<file path="src/rtl/awgn_channel_sched.sv">
// Two-state burst channel scheduler adding SNR-selected LUT noise to a sample stream.
// Define AWGN_SCHED_STATS_EN to build the transition / bad-sample counters.
module awgn_channel_sched #(
  parameter int          DATA_W   = 16,
  parameter int          DWELL_W  = 16,
  parameter logic [7:0]  GOOD_SNR = 8'd21,
  parameter logic [7:0]  BAD_SNR  = 8'd9
) (
  input  logic               clk,
  input  logic               reset,
  input  logic               enable,
  input  logic [DWELL_W-1:0] cfg_dwell_good,
  input  logic [DWELL_W-1:0] cfg_dwell_bad,
  input  logic [6:0]         cfg_p_gb,
  input  logic [6:0]         cfg_p_bg,
  input  logic [6:0]         rand_in,
  input  logic [DATA_W-1:0]  noise_good,
  input  logic [DATA_W-1:0]  noise_bad,
  input  logic               s_valid,
  output logic               s_ready,
  input  logic [DATA_W-1:0]  s_data,
  output logic               m_valid,
  input  logic               m_ready,
  output logic [DATA_W-1:0]  m_data,
  output logic [7:0]         snr_state,
  output logic [15:0]        transitions,
  output logic [15:0]        bad_samples
);

  typedef enum logic [1:0] {
    IDLE,
    GOOD,
    BAD
  } state_e;

  state_e             state_q, state_d;
  logic [DWELL_W-1:0] dwell_cnt_q, dwell_cnt_d;
  logic               m_valid_q, m_valid_d;
  logic [DATA_W-1:0]  m_data_q, m_data_d;
  logic [7:0]         snr_q, snr_d;

  logic               accept;
  logic               eval;
  logic [DWELL_W-1:0] dwell_lim;
  logic [DATA_W-1:0]  noise;
  logic [DATA_W:0]    sum;
  logic [DATA_W-1:0]  sat;

  localparam logic [DATA_W-1:0] MAX_V = {1'b0, {(DATA_W-1){1'b1}}};
  localparam logic [DATA_W-1:0] MIN_V = {1'b1, {(DATA_W-1){1'b0}}};

  assign s_ready = !m_valid_q | m_ready;
  assign accept  = s_valid & s_ready;

  always_comb begin
    noise = '0;
    unique case (1'b1)
      (state_q == GOOD): noise = noise_good;
      (state_q == BAD):  noise = noise_bad;
      default:           noise = '0;
    endcase
  end

  always_comb begin
    sum = {s_data[DATA_W-1], s_data} + {noise[DATA_W-1], noise};
    sat = sum[DATA_W-1:0];
    if (sum[DATA_W] != sum[DATA_W-1]) begin
      sat = sum[DATA_W] ? MIN_V : MAX_V;
    end
  end

  // A shrunk dwell below the running count makes the next accept the evaluation.
  always_comb begin
    dwell_lim = (state_q == BAD) ? cfg_dwell_bad : cfg_dwell_good;
    if (dwell_lim == '0) begin
      dwell_lim = DWELL_W'(1);
    end
    eval = (dwell_cnt_q >= dwell_lim - DWELL_W'(1));
  end

  always_comb begin
    state_d     = state_q;
    dwell_cnt_d = dwell_cnt_q;
    unique case (state_q)
      IDLE: begin
        if (enable) begin
          state_d     = GOOD;
          dwell_cnt_d = '0;
        end
      end
      GOOD, BAD: begin
        if (!enable) begin
          state_d     = IDLE;
          dwell_cnt_d = '0;
        end else if (accept) begin
          if (eval) begin
            dwell_cnt_d = '0;
            if (state_q == GOOD && rand_in < cfg_p_gb) begin
              state_d = BAD;
            end else if (state_q == BAD && rand_in < cfg_p_bg) begin
              state_d = GOOD;
            end
          end else begin
            dwell_cnt_d = dwell_cnt_q + DWELL_W'(1);
          end
        end
      end
      default: begin
        state_d     = IDLE;
        dwell_cnt_d = '0;
      end
    endcase
  end

  always_comb begin
    snr_d = 8'd0;
    unique case (1'b1)
      (state_d == GOOD): snr_d = GOOD_SNR;
      (state_d == BAD):  snr_d = BAD_SNR;
      default:           snr_d = 8'd0;
    endcase
  end

  always_comb begin
    m_valid_d = m_valid_q;
    m_data_d  = m_data_q;
    if (accept) begin
      m_valid_d = 1'b1;
      m_data_d  = sat;
    end else if (m_ready) begin
      m_valid_d = 1'b0;
    end
  end

  always_ff @(posedge clk or negedge reset) begin
    if (!reset) begin
      state_q     <= IDLE;
      dwell_cnt_q <= '0;
      m_valid_q   <= 1'b0;
      m_data_q    <= '0;
      snr_q       <= 8'd0;
    end else begin
      state_q     <= state_d;
      dwell_cnt_q <= dwell_cnt_d;
      m_valid_q   <= m_valid_d;
      m_data_q    <= m_data_d;
      snr_q       <= snr_d;
    end
  end

  assign m_valid   = m_valid_q;
  assign m_data    = m_data_q;
  assign snr_state = snr_q;

`ifdef AWGN_SCHED_STATS_EN
  logic [15:0] trans_q, trans_d;
  logic [15:0] bad_q, bad_d;

  always_comb begin
    trans_d = trans_q;
    bad_d   = bad_q;
    if (state_q != IDLE && state_d != IDLE && state_q != state_d
        && trans_q != 16'hFFFF) begin
      trans_d = trans_q + 16'd1;
    end
    if (accept && state_q == BAD && bad_q != 16'hFFFF) begin
      bad_d = bad_q + 16'd1;
    end
  end

  always_ff @(posedge clk or negedge reset) begin
    if (!reset) begin
      trans_q <= '0;
      bad_q   <= '0;
    end else begin
      trans_q <= trans_d;
      bad_q   <= bad_d;
    end
  end

  assign transitions = trans_q;
  assign bad_samples = bad_q;
`else
  assign transitions = 16'd0;
  assign bad_samples = 16'd0;
`endif

endmodule
</file>
<file path="config.mk">
export PLATFORM = sky130hd
export DESIGN_NAME = awgn_channel_sched
export DESIGN_NICKNAME = d
export VERILOG_FILES = /design/src/rtl/awgn_channel_sched.sv
export SDC_FILE = /design/constraint.sdc
export NUM_CORES = 1
export LEC_CHECK = 0
export CAP_MARGIN = 20
export CORE_ASPECT_RATIO = 1.4
export CORE_MARGIN = 2
export CORE_UTILIZATION = 46
export DETAILED_ROUTE_END_ITERATION = 10
export GPL_TIMING_DRIVEN = 0
export PLACE_DENSITY = 0.95
export SLEW_MARGIN = 30
export SYNTH_ARGS = -nofsm -noshare
export SYNTH_HDL_FRONTEND = slang
export SYNTH_SLANG_ARGS = --single-unit
</file>
<file path="constraint.sdc">
create_clock -name clk -period 5 [get_ports clk]
set_input_delay 1.5 -clock clk [delete_from_list [all_inputs] [get_ports clk]]
set_output_delay 1.5 -clock clk [all_outputs]
set_load 0.03 [all_outputs]
</file>
# After elaboration in Yosys (flattened, before gate mapping)
# Index checks and enable logic that the tools add are counted.
totals:
  ff_bits: 43
  latchBits: 0
  mem_bits_rw: 0
  mem_bits_ro: 0
  in_bits: 106
  elab_cells: 48
  n_memories: 0
op_classes:
  add_sub_neg: 3
  n_mul: 0
  n_div: 0
  order_cmp: 3
  eq_ne: 7
  shift: 0
  mux: 20
  n_bitwise: 2
  n_reduce_logical: 8
op_table:
  columns: ["operator", "count"]
  rows:
  - ["$mux 16", 8]
  - ["$pmux 16 s2", 2]
  - ["$add 16x16->17", 1]
  - ["$add 16x1->16 const B", 1]
  - ["$ge 16x16->1", 1]
  - ["$logic_not 16->1", 1]
  - ["$sub 16x1->16 const B", 1]
  - ["$lt 7x7->1", 2]
  - ["$mux 2", 6]
  - ["$pmux 5 s2", 1]
  - ["$eq 2x1->1 const B", 2]
  - ["$eq 2x2->1 const B", 2]
  - ["$pmux 2 s2", 1]
  - ["$ne 3x3->1 const B", 1]
  - ["$logic_and 1x1->1", 2]
  - ["$logic_not 2->1", 1]
  - ["$mux 1", 2]
  - ["$ne 2x2->1 const B", 1]
  - ["$reduce_and 2->1", 1]
  - ["$reduce_bool 2->1", 1]
  - ["$reduce_or 2->1", 1]
  - ["$and 1x1->1", 1]
  - ["$logic_not 1->1", 1]
  - ["$ne 1x1->1", 1]
  - ["$or 1x1->1", 1]

# Logic depth before layout (Yosys ltp)
logic_depth:
  depth_word: 12
  ltp_mapped: 24

# Worst setup path before layout
# No wires, ideal clock.
synth_timing:
  kind: "input -> register"
  start: "input cfg_dwell_good[15]"
  end: "register snr_q[0] (netlist: snr_state[0])"
  arrival_ns: 5.122
  required_ns: 4.937
  path_slack_ns: -0.185
  cell_stages: 21
  path_buffers: 0
  path_cell_list: "nor4_1 a21oi_1 or3_1 or2_1 o21a_1 ha_1 o21ai_0 nand2b_1 or3_1 nor2_1 xor2_1 ha_1 nand4_1 nor2_1 a21o_1 a41oi_1 a21oi_1 nor2_1 a311oi_1 ha_1 inv_1"
synth_between:
  elab_chain_len: 11
  word_cells_on_any_way: 12
  cone_classes: "add/sub: 1; order compare: 1; eq/ne: 2; mux: 7; reduce/logical: 1"
synth_lines:
  columns: ["element", "line_no", "source"]
  rows:
  - ["from (decl)", "12", "input logic [DWELL_W-1:0] cfg_dwell_good,"]
  - ["$mux 16 (*)", "74", "dwell_lim = (state_q == BAD) ? cfg_dwell_bad : cfg_dwell_good;"]
  - ["$logic_not 16->1", "75", "if (dwell_lim == '0) begin"]
  - ["$mux 16 (*)", "75", null]
  - ["$sub 16x1->16 (*)", "78", "eval = (dwell_cnt_q >= dwell_lim - DWELL_W'(1));"]
  - ["$ge 16x16->1 (*)", "78", null]
  - ["$mux 2 (*)", "96", "if (eval) begin"]
  - ["$mux 2 (*)", "95", "end else if (accept) begin"]
  - ["$mux 2 (*)", "92", "if (!enable) begin"]
  - ["$pmux 2 s2 (*)", "84", "unique case (state_q)"]
  - ["via state_d[1]", "36", "state_e state_q, state_d;"]
  - ["$eq 2x2->1 / $eq 2x1->1 (equally long branches)", "119, 118", null]
  - ["$pmux 5 s2 (*)", "117", "unique case (1'b1)"]
  - ["via snr_d[0]", "40", "logic [7:0] snr_q, snr_d;"]
  - ["to (signal assigned)", "147", "snr_q <= snr_d;"]
  - ["to (decl)", "40", null]
# The timed path passes the listed nets; every way through them passes the cells marked *.
# A chain may end at the register's enable or synchronous reset.

# Worst setup path after layout
layout_timing:
  start: "input cfg_dwell_good[14]"
  end: "register dwell_cnt_q[15]"
layout_between:
  elab_chain_len: 9
layout_lines:
  columns: ["element", "line_no", "source"]
  rows:
  - ["$mux 16 (*)", "74", null]
  - ["$logic_not 16->1", "75", null]
  - ["$mux 16 (*)", "75", null]
  - ["$sub 16x1->16 (*)", "78", null]
  - ["$ge 16x16->1 (*)", "78", null]
  - ["$mux 16 (*)", "96", null]
  - ["$mux 16 (*)", "95", null]
  - ["$mux 16 (*)", "92", null]
  - ["$pmux 16 s2 (*)", "84", null]
  - ["to (signal assigned)", "144", "dwell_cnt_q <= dwell_cnt_d;"]
  - ["to (decl)", "37", "logic [DWELL_W-1:0] dwell_cnt_q, dwell_cnt_d;"]
# Every way passes the cells marked *; elsewhere a longest branch is shown, timed or not. The select of a mux whose other input is x is not followed.

==> key figures <==
Pwr
  – Seq pwr share: 24.0%
  – Cell Pwr Density: 265 nW/um^2
  – Total power: 1740 uW
  – Sw power: 738 uW
  – Peak VDD IR: 0.192 mV
  – Part of the power in combinational logic: 58.4%
  – Switching share of total power: 42.4%
  – Clock power frac: 17.5%
  – Int Power: 1000 uW
  – Pleak: 0.00304 uW

Clock network
  – Clk_lat worst skew: 0.28 ns
  – Root buf cell: clkbuf_16
  – Clk buf depth: 2
  – TritonCTS clock tree: built
  – TritonCTS buffer count: 5
  – CTS sink cnt: 38
  – H-Tree Depth: 2
  – Hold_buf cts: 0
  – Worst-path clk slew: 0.05 ns

Synthesis
  – Cell count after synthesis: 533
  – FFs w/ async S/R, synth: 100%
  – Mean cell area of the mapped netlist: 8.30 sq um
  – Synthesized cell area: 4430 sq um
  – Post-synth EDFFs: 0
  – Yosys warns: 0
  – Main synth FF type: dfrtp_1
  – FF+latch count, synth: 38
  – Synth cell types: 66
  – Seq/Total Area, Yosys: 21.5%

Routing
  – DR vias: 4822
  – DRT iter0 DRCs: 257
  – Routed len/inst: 17.4 um
  – Final ANT Viol Nets: 0
  – Vias/cell: 5.77
  – First-pass DRT Iterations: 6
  – DRC viols: 0
  – Final wirelength: 14.6 mm

Run status
  – Run status: complete, but fails checks
  – Failing checks: setup timing

Finish
  – Share of post-route cells with drive strength above 1: 19.1%
  – Most frequent cells in the layout: clkdlybuf4s50_1 (101), buf_4 (63), ha_1 (50)
  – # fillers: 658
  – Final cell utilization of the core: 69.9%
  – Net count, final: 886
  – Area growth from synthesis to final layout: 48.5%
  – Final non-filler cell area: 6570 sq um
  – Most common cell after layout, fill and taps aside: clkdlybuf4s50_1
  – Diode count: 0

Placement
  – Port Buffer Count: 127
  – Pre-CTS setup slack: -0.903 ns
  – Post-DP Area: 6030 sq um
  – DP Wirelength: 10.6 mm
  – Gpl congestion: 0.922

Run
  – Max-cap viol count: 0

Timing
  – Final worst slack: -0.479 ns
  – Final Cycle Share: 110%
  – Max frequency: 183 MHz
  – Final hold vios: 0
  – Max Slew Vio Count: 0
  – Final setup violation count: 21
  – Actual slew at the worst max-slew pin: 0.634 ns
  – RSZ-0062 raised after global routing: yes
  – Final Critical Period: 5.48 ns
  – Slew margin rel.: 57.5%
  – Clk_skew: 0.00339 ns

Critical path
  – Crit path buffers/inverters: 2
  – Worst path depth: 21
  – Crit path kind: in2reg
  – Worst path arrival time: 5.65 ns
  – Critical path, cell by cell: buf_8, nor4_4, a21oi_1, or3_4, or2_4, o21a_1, ha_2, o21ai_2, nand2b_4, or3_4, nor2_4, xor2_1, ha_1, nand4_1, nor2_2, a21o_1, a41oi_4, nand4_1, or2_1, buf_6, o311ai_2
  – CP top delay family: simple AND/OR/NAND/NOR gates
  – CP max FO: 8
  – Worst Reg-to-Reg Cells: 21
  – Crit start category: input pin
  – Slowest CP cell: or3_4
  – Worst EP required: 5.17 ns
  – Endpoint type of the worst setup path: flop
  – Largest stage delay, worst path: 0.41 ns

Floorplanning
  – Die area: 10400 sq um
  – Row cnt: 42
  – Die W: 86.9 um
  – Core area: 9410 sq um
  – Die Y: 120 um
  – I/O pin count: 164
  – Initial Utilization: 47.0%

GRT
  – Gr ovfl total: 0
  – Vias in the first global route: 4899
  – Initial antenna violation count: 0
  – Largest net degree at the start of global routing: 23
  – Global-route wire length before repair: 21.6 mm
  – Global-route usage over all layers: 25.4%

Hold path
  – HP Class: reg2reg
  – Hold Path Depth: 2
==> metrics by stage <==
step                instances  setup TNS [ns]  hold WS, ns
finish                    836           -7.07        0.486
global route              836           -9.90        0.510
CTS                       829          -0.541        0.485
global placement          805          -12.03        0.468
detailed placement        806          -15.98        0.473
floorplan                 568               0        0.495
==> worst reg2reg max path, delay by kind of cell, from the launching register on <==
kind | cells | cell delay, ns
muxes | 1 | 0.26
buffers and inverters | 5 | 1.35
and+or+nand+nor | 7 | 1.51
DFF | 1 | 0.43
xor gates and xnor gates | 1 | 0.17
AOI/OAI and AO/OA | 4 | 0.76
adders and majority gates | 3 | 0.81
==> layout make-up <==
| class | count | area [sq um] | share of cell area (%) |
|---|---|---|---|
| buffer | 55 | 383 | 5.82 |
| multi-input combinational | 452 | 3440 | 52.3 |
| sequential | 38 | 951 | 14.5 |
| inverter | 23 | 86.3 | 1.31 |
| clock buffer | 6 | 139 | 2.11 |
| timing repair buffer | 152 | 1440 | 21.9 |
| tap | 110 | 138 | 2.09 |
==> repair_timing <==
item                       4_1_cts  5_1_grt
pin swaps                       31       21
setup endpoints to repair       21       21
buffers inserted                17        7
gates resized for setup         71       35
==> cells in the mapped netlist (4+ instances only) <==
library cell | n | area (sq um)
xnor2_1 | 17 | 149
ha_1 | 52 | 651
o21ai_0 | 30 | 150
nor3b_1 | 4 | 30.0
inv_1 | 23 | 86.3
dfrtp_1 | 38 | 951
a22oi_1 | 15 | 113
a21o_1 | 21 | 158
a21oi_1 | 35 | 175
clkbuf_1 | 9 | 33.8
nand4_1 | 8 | 50.1
nor2b_1 | 18 | 113
mux2i_1 | 16 | 160
nand2_1 | 40 | 150
o21ai_1 | 13 | 65.1
o211ai_1 | 4 | 30.0
buf_4 | 39 | 293
nand3_1 | 8 | 40.0
xor2_1 | 16 | 140
nand2b_1 | 16 | 100
nor3_1 | 9 | 45.0
and3_1 | 6 | 37.5
nor2_1 | 25 | 93.8
==> logic make-up after synthesis <==
family,synth area share [%]
AO/OA/AOI/OAI,24.5
XOR/XNOR,6.90
adder cells (fa/ha/maj),15.2
buffers and inverters,10.5
flip-flops,21.5
multiplexers,3.93
other,0.0847
AND/OR/NAND/NOR,17.4
==> state kept, by name, summed over array words and instances, names as in the netlist <==
signal / flops
dwell_cnt_q: 16
m_data: 16
snr_state: 3
state_q: 2
m_valid: 1
==> final timing paths <==
path	slack (ns)	from	to
worst max-delay path	-0.48	cfg_dwell_good[14]	dwell_cnt_q[15]$_DFFE_PN0P_
worst min-delay path	0.49	m_data[6]$_DFFE_PN0P_	m_data[6]$_DFFE_PN0P_
worst max register to register	-0.41	state_q[0]$_DFF_PN0_	dwell_cnt_q[15]$_DFFE_PN0P_
worst min register to register	0.49	m_data[6]$_DFFE_PN0P_	m_data[6]$_DFFE_PN0P_
max in group asynchronous	3.28	reset	m_valid$_DFFE_PN0P_
min in group asynchronous	1.23	reset	dwell_cnt_q[6]$_DFFE_PN0P_
==> power by group through the flow <==
stage               registers (uW)  clock network [uW]  logic, uW
floorplan                      519                   0        507
global placement               419                   0        924
detailed placement             421                   0        955
CTS                            417                 305        974
global route                   424                 316       1090
finish                         419                 305       1020
==> routing by layer <==
layer  vias to the layer above  global-route usage, %  part of all wire (%)
li1                       2240                      -                     -
met1                      2254                   25.5                    34
met2                       249                   49.2                    55
met3                        79                   3.37                   5.8
met4                         0                   12.2                   5.7
met5                         -                      0                     0
Power figures use the tool's default switching activity.
